### src/rtl/as2650_io_pkg.sv
// Shared definitions for the AS2650 I/O-bus UART: serial FSM state encodings
// and the bit positions of the status register.
package as2650_io_pkg;

  typedef enum logic [1:0] {
    UART_IDLE  = 2'd0,
    UART_START = 2'd1,
    UART_DATA  = 2'd2,
    UART_STOP  = 2'd3
  } uart_state_e;

  localparam int ST_RXV  = 0;
  localparam int ST_TXF  = 1;
  localparam int ST_TXI  = 2;
  localparam int ST_OVR  = 3;
  localparam int ST_FERR = 4;

endpackage

### src/rtl/as2650_uart_fifo.sv
// Synchronous FIFO for the UART transmit queue. A push into a full FIFO is
// accepted only when a pop happens in the same cycle; a pop on empty is ignored.
module as2650_uart_fifo #(
  parameter int DEPTH = 4,
  parameter int WIDTH = 8,
  parameter int AW    = (DEPTH > 1) ? $clog2(DEPTH) : 1
) (
  input  logic             clk,
  input  logic             rst,
  input  logic             push,
  input  logic             pop,
  input  logic [WIDTH-1:0] din,
  output logic [WIDTH-1:0] dout,
  output logic [AW:0]      count,
  output logic             full,
  output logic             empty
);

  logic [WIDTH-1:0] mem_q [DEPTH];
  logic [WIDTH-1:0] mem_d [DEPTH];
  logic [AW-1:0]    wr_ptr_q, wr_ptr_d, rd_ptr_q, rd_ptr_d;
  logic [AW:0]      count_q, count_d;
  logic             do_push_s, do_pop_s;

  assign full  = (count_q == (AW+1)'(DEPTH));
  assign empty = (count_q == {(AW+1){1'b0}});
  assign count = count_q;
  assign dout  = mem_q[rd_ptr_q];

  // Next-state for storage, pointers and occupancy
  always_comb begin
    do_pop_s  = pop & ~empty;
    do_push_s = push & (~full | do_pop_s);
    mem_d     = mem_q;
    if (do_push_s) begin
      mem_d[wr_ptr_q] = din;
      wr_ptr_d        = wr_ptr_q + AW'(1);
    end else begin
      wr_ptr_d = wr_ptr_q;
    end
    if (do_pop_s) begin
      rd_ptr_d = rd_ptr_q + AW'(1);
    end else begin
      rd_ptr_d = rd_ptr_q;
    end
    case ({do_push_s, do_pop_s})
      2'b10:   count_d = count_q + (AW+1)'(1);
      2'b01:   count_d = count_q - (AW+1)'(1);
      default: count_d = count_q;
    endcase
  end

  // FIFO state registers
  always_ff @(posedge clk or negedge rst) begin
    if (!rst) begin
      for (int i = 0; i < DEPTH; i++) mem_q[i] <= {WIDTH{1'b0}};
      wr_ptr_q <= {AW{1'b0}};
      rd_ptr_q <= {AW{1'b0}};
      count_q  <= {(AW+1){1'b0}};
    end else begin
      mem_q    <= mem_d;
      wr_ptr_q <= wr_ptr_d;
      rd_ptr_q <= rd_ptr_d;
      count_q  <= count_d;
    end
  end

endmodule

### src/rtl/as2650_io_uart.sv
// UART peripheral on the AS2650 non-extended I/O bus: data register (TX FIFO /
// RX holding byte), control/status register, serial TX and RX engines.
module as2650_io_uart
  import as2650_io_pkg::*;
#(
  parameter logic [15:0] CLK_DIV  = 16'd104,
  parameter int          TX_DEPTH = 4
) (
  input  logic       clk,
  input  logic       rst,
  input  logic       opreq,
  input  logic       m_io,
  input  logic       rw,
  input  logic       wrp,
  input  logic       d_c,
  input  logic [7:0] dat_in,
  output logic [7:0] dat_out,
  output logic       dat_oe,
  output logic       rx_ready,
  output logic       txd,
  input  logic       rxd
);

  localparam int          TX_AW   = (TX_DEPTH > 1) ? $clog2(TX_DEPTH) : 1;
  localparam logic [15:0] DIV_M1  = CLK_DIV - 16'd1;
  localparam logic [15:0] HALF_M1 = (CLK_DIV >> 1) - 16'd1;

  logic sel_s, rd_s, rd_first_s, wr_data_s, wr_ctrl_s, pop_rx_s, tx_idle_s;
  logic sel_q;
  logic [7:0] fifo_dout_s, status_s;
  logic [TX_AW:0] fifo_count_s;
  logic fifo_full_s, fifo_empty_s, fifo_pop_s;

  uart_state_e tx_state_q, tx_state_d, rx_state_q, rx_state_d;
  logic [15:0] tx_cnt_q, tx_cnt_d, rx_cnt_q, rx_cnt_d;
  logic [2:0]  tx_bit_q, tx_bit_d, rx_bit_q, rx_bit_d;
  logic [7:0]  tx_sh_q, tx_sh_d, rx_sh_q, rx_sh_d, rx_buf_q, rx_buf_d;
  logic        txd_q, txd_d, rx_meta_q, rx_s_q, rx_prev_q;
  logic        rx_valid_q, rx_valid_d, ovr_q, ovr_d, ferr_q, ferr_d;
  logic        rx_deliver_s, rx_ferr_set_s;

  assign sel_s      = opreq & ~m_io;
  assign rd_s       = sel_s & ~rw;
  assign rd_first_s = rd_s & ~sel_q;
  assign wr_data_s  = sel_s & rw & d_c & wrp;
  assign wr_ctrl_s  = sel_s & rw & ~d_c & wrp;
  assign pop_rx_s   = rd_first_s & d_c;
  assign tx_idle_s  = (fifo_count_s == {(TX_AW+1){1'b0}}) & (tx_state_q == UART_IDLE);

  as2650_uart_fifo #(.DEPTH(TX_DEPTH), .WIDTH(8), .AW(TX_AW)) u_tx_fifo (
    .clk   (clk),
    .rst   (rst),
    .push  (wr_data_s),
    .pop   (fifo_pop_s),
    .din   (dat_in),
    .dout  (fifo_dout_s),
    .count (fifo_count_s),
    .full  (fifo_full_s),
    .empty (fifo_empty_s)
  );

  // Bus read mux and status assembly
  always_comb begin
    status_s          = 8'h00;
    status_s[ST_RXV]  = rx_valid_q;
    status_s[ST_TXF]  = fifo_full_s;
    status_s[ST_TXI]  = tx_idle_s;
    status_s[ST_OVR]  = ovr_q;
    status_s[ST_FERR] = ferr_q;
    if (rd_s) begin
      dat_out = d_c ? rx_buf_q : status_s;
    end else begin
      dat_out = 8'h00;
    end
  end

  assign dat_oe   = rd_s;
  assign rx_ready = rx_valid_q;
  assign txd      = txd_q;

  // Transmit FSM; STOP chains directly into START when more bytes are queued
  always_comb begin
    tx_state_d = tx_state_q;
    tx_cnt_d   = tx_cnt_q;
    tx_bit_d   = tx_bit_q;
    tx_sh_d    = tx_sh_q;
    fifo_pop_s = 1'b0;
    case (tx_state_q)
      UART_IDLE: begin
        if (!fifo_empty_s) begin
          fifo_pop_s = 1'b1;
          tx_sh_d    = fifo_dout_s;
          tx_cnt_d   = DIV_M1;
          tx_state_d = UART_START;
        end else begin
          tx_state_d = UART_IDLE;
        end
      end
      UART_START: begin
        if (tx_cnt_q == 16'd0) begin
          tx_cnt_d   = DIV_M1;
          tx_bit_d   = 3'd0;
          tx_state_d = UART_DATA;
        end else begin
          tx_cnt_d = tx_cnt_q - 16'd1;
        end
      end
      UART_DATA: begin
        if (tx_cnt_q == 16'd0) begin
          tx_cnt_d = DIV_M1;
          if (tx_bit_q == 3'd7) begin
            tx_state_d = UART_STOP;
          end else begin
            tx_bit_d = tx_bit_q + 3'd1;
            tx_sh_d  = {1'b0, tx_sh_q[7:1]};
          end
        end else begin
          tx_cnt_d = tx_cnt_q - 16'd1;
        end
      end
      UART_STOP: begin
        if (tx_cnt_q == 16'd0) begin
          if (!fifo_empty_s) begin
            fifo_pop_s = 1'b1;
            tx_sh_d    = fifo_dout_s;
            tx_cnt_d   = DIV_M1;
            tx_state_d = UART_START;
          end else begin
            tx_state_d = UART_IDLE;
          end
        end else begin
          tx_cnt_d = tx_cnt_q - 16'd1;
        end
      end
      default: tx_state_d = UART_IDLE;
    endcase
    case (tx_state_d)
      UART_START: txd_d = 1'b0;
      UART_DATA:  txd_d = tx_sh_d[0];
      default:    txd_d = 1'b1;
    endcase
  end

  // Receive FSM; a start bit still high at mid-bit is treated as a glitch
  always_comb begin
    rx_state_d    = rx_state_q;
    rx_cnt_d      = rx_cnt_q;
    rx_bit_d      = rx_bit_q;
    rx_sh_d       = rx_sh_q;
    rx_deliver_s  = 1'b0;
    rx_ferr_set_s = 1'b0;
    case (rx_state_q)
      UART_IDLE: begin
        if (rx_prev_q & ~rx_s_q) begin
          rx_cnt_d   = HALF_M1;
          rx_state_d = UART_START;
        end else begin
          rx_state_d = UART_IDLE;
        end
      end
      UART_START: begin
        if (rx_cnt_q != 16'd0) begin
          rx_cnt_d = rx_cnt_q - 16'd1;
        end else if (rx_s_q) begin
          rx_state_d = UART_IDLE;
        end else begin
          rx_cnt_d   = DIV_M1;
          rx_bit_d   = 3'd0;
          rx_state_d = UART_DATA;
        end
      end
      UART_DATA: begin
        if (rx_cnt_q == 16'd0) begin
          rx_sh_d  = {rx_s_q, rx_sh_q[7:1]};
          rx_cnt_d = DIV_M1;
          if (rx_bit_q == 3'd7) begin
            rx_state_d = UART_STOP;
          end else begin
            rx_bit_d = rx_bit_q + 3'd1;
          end
        end else begin
          rx_cnt_d = rx_cnt_q - 16'd1;
        end
      end
      UART_STOP: begin
        if (rx_cnt_q == 16'd0) begin
          rx_deliver_s  = 1'b1;
          rx_ferr_set_s = ~rx_s_q;
          rx_state_d    = UART_IDLE;
        end else begin
          rx_cnt_d = rx_cnt_q - 16'd1;
        end
      end
      default: rx_state_d = UART_IDLE;
    endcase
  end

  // RX holding register and flags; a same-cycle read pop frees the slot first
  always_comb begin
    rx_buf_d   = rx_buf_q;
    rx_valid_d = rx_valid_q;
    ovr_d      = ovr_q;
    ferr_d     = ferr_q;
    if (wr_ctrl_s & dat_in[0]) begin
      ovr_d  = 1'b0;
      ferr_d = 1'b0;
    end else begin
      ovr_d  = ovr_q;
      ferr_d = ferr_q;
    end
    if (rx_deliver_s) begin
      if (rx_ferr_set_s) begin
        ferr_d = 1'b1;
      end else begin
        ferr_d = ferr_d;
      end
      if (rx_valid_q & ~pop_rx_s) begin
        ovr_d = 1'b1;
      end else begin
        rx_buf_d   = rx_sh_q;
        rx_valid_d = 1'b1;
      end
    end else if (pop_rx_s) begin
      rx_valid_d = 1'b0;
    end else begin
      rx_valid_d = rx_valid_q;
    end
  end

  // All UART state registers
  always_ff @(posedge clk or negedge rst) begin
    if (!rst) begin
      sel_q      <= 1'b0;
      tx_state_q <= UART_IDLE;
      tx_cnt_q   <= 16'd0;
      tx_bit_q   <= 3'd0;
      tx_sh_q    <= 8'h00;
      txd_q      <= 1'b1;
      rx_meta_q  <= 1'b1;
      rx_s_q     <= 1'b1;
      rx_prev_q  <= 1'b1;
      rx_state_q <= UART_IDLE;
      rx_cnt_q   <= 16'd0;
      rx_bit_q   <= 3'd0;
      rx_sh_q    <= 8'h00;
      rx_buf_q   <= 8'h00;
      rx_valid_q <= 1'b0;
      ovr_q      <= 1'b0;
      ferr_q     <= 1'b0;
    end else begin
      sel_q      <= sel_s;
      tx_state_q <= tx_state_d;
      tx_cnt_q   <= tx_cnt_d;
      tx_bit_q   <= tx_bit_d;
      tx_sh_q    <= tx_sh_d;
      txd_q      <= txd_d;
      rx_meta_q  <= rxd;
      rx_s_q     <= rx_meta_q;
      rx_prev_q  <= rx_s_q;
      rx_state_q <= rx_state_d;
      rx_cnt_q   <= rx_cnt_d;
      rx_bit_q   <= rx_bit_d;
      rx_sh_q    <= rx_sh_d;
      rx_buf_q   <= rx_buf_d;
      rx_valid_q <= rx_valid_d;
      ovr_q      <= ovr_d;
      ferr_q     <= ferr_d;
    end
  end

endmodule
### config.mk
export PLATFORM = sky130hd
export DESIGN_NAME = as2650_io_uart
export DESIGN_NICKNAME = d
export VERILOG_FILES = /design/src/rtl/as2650_io_pkg.sv /design/src/rtl/as2650_uart_fifo.sv /design/src/rtl/as2650_io_uart.sv
export SDC_FILE = /design/constraint.sdc
export NUM_CORES = 1
export LEC_CHECK = 0
export CAP_MARGIN = 5
export CORE_UTILIZATION = 65
export DETAILED_ROUTE_END_ITERATION = 10
export HOLD_SLACK_MARGIN = 0.15
export MAX_ROUTING_LAYER = met4
export PLACE_DENSITY = 0.83
export SLEW_MARGIN = 20
export SYNTH_ARGS = -nofsm -noshare
export SYNTH_HDL_FRONTEND = slang
export SYNTH_HIERARCHICAL = 1
export SYNTH_SLANG_ARGS = --single-unit
### constraint.sdc
create_clock -name clk -period 8.95 [get_ports clk]
set_clock_uncertainty 0.1 [all_clocks]
set_input_delay 1.79 -clock clk [delete_from_list [all_inputs] [get_ports clk]]
set_output_delay 1.79 -clock clk [all_outputs]
set_load 0.02 [all_outputs]
After elaboration in Yosys (flattened, before gate mapping)
Cells that the tools add are included.

Add/sub/neg operators: 8. Multipliers: 0. Divide/modulo/power cells: 0. Magnitude comparators: 3. Eq/ne operators: 27. Shifts and indexed selects: 0. Mux-type cells: 63. Bitwise gates (word level): 27. Reductions and logical operators: 21.

Operator list (number): $mux W16 (8); $mux W8 (9); $pmux W16 S4 (1); $pmux W16 S3 (1); $bwmux W32 (1); $logic_not A16 Y1 (2); $sub A16 B1 Y16 const B (2); $ne A2 B2 Y1 const B (13); $pmux W8 S3 (1); $mux W3 (7); $mux W2 (9); $pmux W3 S2 (3); $mux W1 (17); $bmux W8 S2 (1); $demux W8 S2 (1); $pmux W2 S4 (2); $reduce_bool A16 Y1 (1); $and A1 B1 Y1 (15); $eq A2 B2 Y1 const B (6); $reduce_and A4 Y1 (3); $add A3 B1 Y3 const B (3); $eq A3 B3 Y1 const B (3); $not A1 Y1 (9); $eq A2 B1 Y1 const B (4); 17 further kinds (27).

Bits in registers: 113. Bits in latches: 0. Memory bits (writable): 0. ROM bits: 0. Input bits: 16. Output and inout port bits: 11. Word-level logic and storage cells: 174. Memories: 0.

Logic depth before layout (Yosys ltp)
Word-level depth: 9. Depth in mapped cells: 15.

Cells and area by module
The synthesis kept the hierarchy.

Modules (own cells, without submodules): as2650_io_uart (times used 1, cells an instance 409, area an instance 4056.4 um2, sequential area each 1856.8 um2); as2650_uart_fifo (times used 1, cells an instance 115, area an instance 1801.7 um2, sequential area each 975.9 um2).

Worst setup path before layout
Ideal clock, no wire load.

Kind: input port to output port. Start point: input opreq. End point: output dat_out[5]. Data arrival time: 2.642 ns. Data required time: 7.060 ns. Path slack: 4.418 ns. Stages: 4. Path buffers: 0. Cells stage by stage: nor2b_1 nand2b_1 inv_1 and3_1.

Word-level cells in the longest chain between the ends: 3.

RTL lines: from (decl) (line as2650_io_uart.sv:11) `input logic opreq,`; $and A1 B1 Y1 (line as2650_io_uart.sv:42) `assign sel_s = opreq & ~m_io;`; $and A1 B1 Y1 (line as2650_io_uart.sv:43) `assign rd_s = sel_s & ~rw;`; named net dat_oe (line as2650_io_uart.sv:18) `output logic dat_oe,`; $mux W8 (line as2650_io_uart.sv:70) `if (rd_s) begin`; to (decl) (line as2650_io_uart.sv:17) `output logic [7:0] dat_out,`.

The timed path passes the listed nets, and every way through them passes these cells.

Worst setup path in the final report
Start point: input opreq. End point: output dat_out[6].

Word-level cells in the longest chain between the ends: 3.

RTL lines: $and A1 B1 Y1 (line as2650_io_uart.sv:42); named net sel_s (line as2650_io_uart.sv:28) `logic sel_s, rd_s, rd_first_s, wr_data_s, wr_ctrl_s, pop_rx_s, tx_idle_s;`; $and A1 B1 Y1 (line as2650_io_uart.sv:43); $mux W8 (line as2650_io_uart.sv:70).

The timed path passes the listed nets, and every way through them passes these cells.

==> out/results.txt <==
In this run, synthesis inferred 0 flip-flops with an integrated enable. The tools report the startpoint class of the critical path as an input port. The largest fanout on the critical path was 6. The period utilization is 61.9%, and the worst path required time is 7060 ps.

Clock latency on the worst-skew pair, taken at its later pin, is 510 ps. The routed design has 11800 um of wire. The floorplan step defined a core boundary enclosing 8720 um^2.

The number of remaining DRC errors was 0; the share of cell area taken by muxes after synthesis was 15.0%. The logs give 6750 um^2 for the final standard cell area without fillers and 0 for the remaining global-route overflow. The worst hold path belongs to the class reg2reg. Yosys attributes the largest share of cell area to dfrtp_1, mux2_2, ha_1. The top cell type by area accounts for 46.6% of the synthesized area.

In the global route stage, met2 resource usage came out at 46.6%. For met1 alone, demand over resource in global routing was 34.4%. In this run the mean area of a mapped cell was 11.2 um^2. For the multi-input gate area in the final layout, the log shows 2870 um^2. The tree is rooted in a clkbuf_8. Setup violations remaining at the end of the flow were counted as 0. The initial utilization of the core area, before any placement, comes to 67.2%. Number of pins with negative max-slew slack in the final report: 0.

The count of boundary I/O pins was 27. The detailed-router iteration count before antenna repair is 5. Summed over all nets, the half-perimeter wirelength after detailed placement is 7660 um.

Count of final hold-check violations: 0. Synthesis produced 524 cells. For flop-to-flop paths, the worst setup slack is 5160 ps. The number of gates resized after CTS is 0. The synthesized netlist devotes 11.3% of its cell area to compound gates.

Combinational family with the most area after synthesis: simple AND/OR/NAND/NOR gates. The tightest slew margin relative to the limit was 49.5%; the wire length per cell was 17.6 um. Summing internal, switching and leakage power gives 2.04 mW. The longest clock path from root to sink contains 2 buffers. The synthesized netlist devotes 3.97% of its cell area to adder and majority cells.

After clock tree synthesis, the clock-pin slew on the worst setup and hold paths is 60 ps. Across all setup checks in the final design, the least slack found is 3410 ps. Yosys printed 6 warnings.

The detailed router placed 4129 vias in this run. Number of antenna violations at the first check in global routing: 0. Maximum number of pins on one net before global-route repair: 83. VDD sags by at most 0.182 mV.

STA classifies the critical path endpoint as an output port. In the synthesized netlist the dominant register cell turns out to be dfrtp_1. Data arrives at the worst endpoint at 3650 ps. The area growth from synthesis to final layout is 15.2%. The layout has 545 filler cells. Final hold analysis gives a worst-case slack of 254 ps. The count of buffers inserted at the top-level ports is 26, and the global routing met3 resource utilization is 6.43%. Prior to clock tree synthesis, the placed netlist has a worst setup slack of 3450 ps.

The number of buffers added by the clock tree synthesis step was 17. Setup repair after global routing left no endpoint under its margin. CTS saw 113 sinks. The highest achievable clock rate was 181 MHz. The worst path needs 5540 ps of the cycle, external delays included.

Dividing total power by cell area gives a power density of 303 nW/um^2. Post-placement cell area: 6180 um^2. The logs give 2830 um^2 for the sequential standard cell area and 4 for the number of H-tree branching levels. The tools report the number of nets in the layout as 586. The sequential area share after synthesis was 48.4%; the global router's overall resource usage was 28.2%. Routability-driven placement finished with a final weighted congestion of 0.869. Max-cap violations in this run came to 0. Once detail routing completed, the nets flagged for antenna violations numbered 0. The post-synthesis xor/xnor area fraction came out at 2.39%. The share of flip-flops with an asynchronous set or reset is 100%.

Average via count per standard cell: 6.14. The number of antenna diodes in the final layout is 0. The total leakage power came out at 3.10 nW. The number of DRC markers in iteration 0 came out at 195. Post-CTS timing repair inserted 0 buffers for setup. The first global-routing pass estimated 20500 um of wire.

The flop and latch count out of synthesis was 113. The largest total area in the synthesized netlist belongs to dfrtp_1. The mapped cell area is 5860 um^2. In this run, post-CTS hold repair placed 0 buffers. The setup TNS after final layout came out at 0 ps. The most crowded layer after global routing was met2. The number of global-route vias before repair came out at 4382. For the pin with the worst max-slew slack, the measured transition is 756 ps.

The synthesized netlist devotes 16.3% of its cell area to simple gates. The die span in y came out at 96.9 um. The tools report the cell row count as 34.

Classification of the worst setup path: in2out. In the final layout, the share of cells above drive strength 1 is 18.4%. The flow ran to the end, and the final reports show no timing, DRC or antenna violations. When the netlist entered floorplanning its net count stood at 558. The full die area was 9400 um^2. TritonCTS built the clock tree. The die is 96.9 um wide.

For the number of distinct library cell variants in the gate-level netlist after synthesis, the log shows 70.
## metal layers
| layer | vias up | share of wire, % |
|---|---|---|
| li1 | 1960 | - |
| met1 | 2093 | 44 |
| met2 | 66 | 52 |
| met3 | 10 | 3.3 |
| met4 | 0 | 0.91 |
| met5 | - | 0 |
## power by group
part / switching (mW) / internal [mW] / total (mW)
Sequential: 0.146 / 0.650 / 0.796
Combinational: 0.312 / 0.297 / 0.609
Clock: 0.227 / 0.409 / 0.636
## cell usage after synthesis (10+ instances only)
library cell and number:
nor2_1 51, inv_1 17, xnor2_1 13, ha_1 17, o21ai_0 20, nand2_1 29
mux2_2 38, nor3_1 12, nand2b_1 10, mux2_1 18, dfrtp_1 109, o21ai_1 10
a21oi_1 28
## registers in the layout, summed over array words and instances, names as in the netlist, 2 cells and up, named ones only
name,cells
u_tx_fifo/rd_ptr_q,2
u_tx_fifo/wr_ptr_q,2
tx_sh_q,8
rx_buf_q,8
u_tx_fifo/mem_q,32
rx_cnt_q,16
tx_state_q,2
u_tx_fifo/count,3
rx_bit_q,3
tx_bit_q,3
rx_sh_q,8
tx_cnt_q,16
## cells by family after synthesis
kind of cell	after synthesis
and+or+nand+nor	169
DFF	113
AOI/OAI and AO/OA	101
muxes	71
buffers and inverters	36
adders and majority gates	18
xor gates and xnor gates	16
## final cells by class
type | count | area share (%)
Clock buffer | 23 | 6.77
Clock inverter | 9 | 1.59
Inverter | 17 | 0.946
Multi-Input combinational cell | 375 | 42.6
Sequential cell | 113 | 42.0
Tap cell | 108 | 2.00
Timing Repair Buffer | 28 | 4.10
## worst max-delay path, stage by stage
cell and delay, ps:
clkdlybuf4s50_1 440, nor2b_1 250, nand2b_1 210, inv_1 170, and3_1 180, clkdlybuf4s50_1 610
## through the flow
stage               util [%]  std cells
floorplan                  -        524
global placement        70.8        641
detailed placement      70.8        641
CTS                     77.3        673
global route            77.4        673
finish                  77.4        673
## final timing paths
check,from,to,cells after the start
worst max-delay path,opreq,dat_out[6],6
worst min-delay path,rx_meta_q,rx_s_q,0
worst max register to register,tx_cnt_q[0],u_tx_fifo/count[2],14
worst min register to register,rx_meta_q,rx_s_q,0
max in group asynchronous,rst,u_tx_fifo/mem_q[17],2
min in group asynchronous,rst,tx_cnt_q[6],1
## layout by cell type, fill, tap and decap left out, types with 16 or more instances in the layout
master	instances
a21oi_1	28
clkbuf_16	16
clkdlybuf4s50_1	25
dfrtp_1	109
ha_1	17
inv_1	17
mux2_1	18
mux2_2	38
nand2_1	29
nor2_1	51
o21ai_0	20
(Power assumes the default switching activity.)
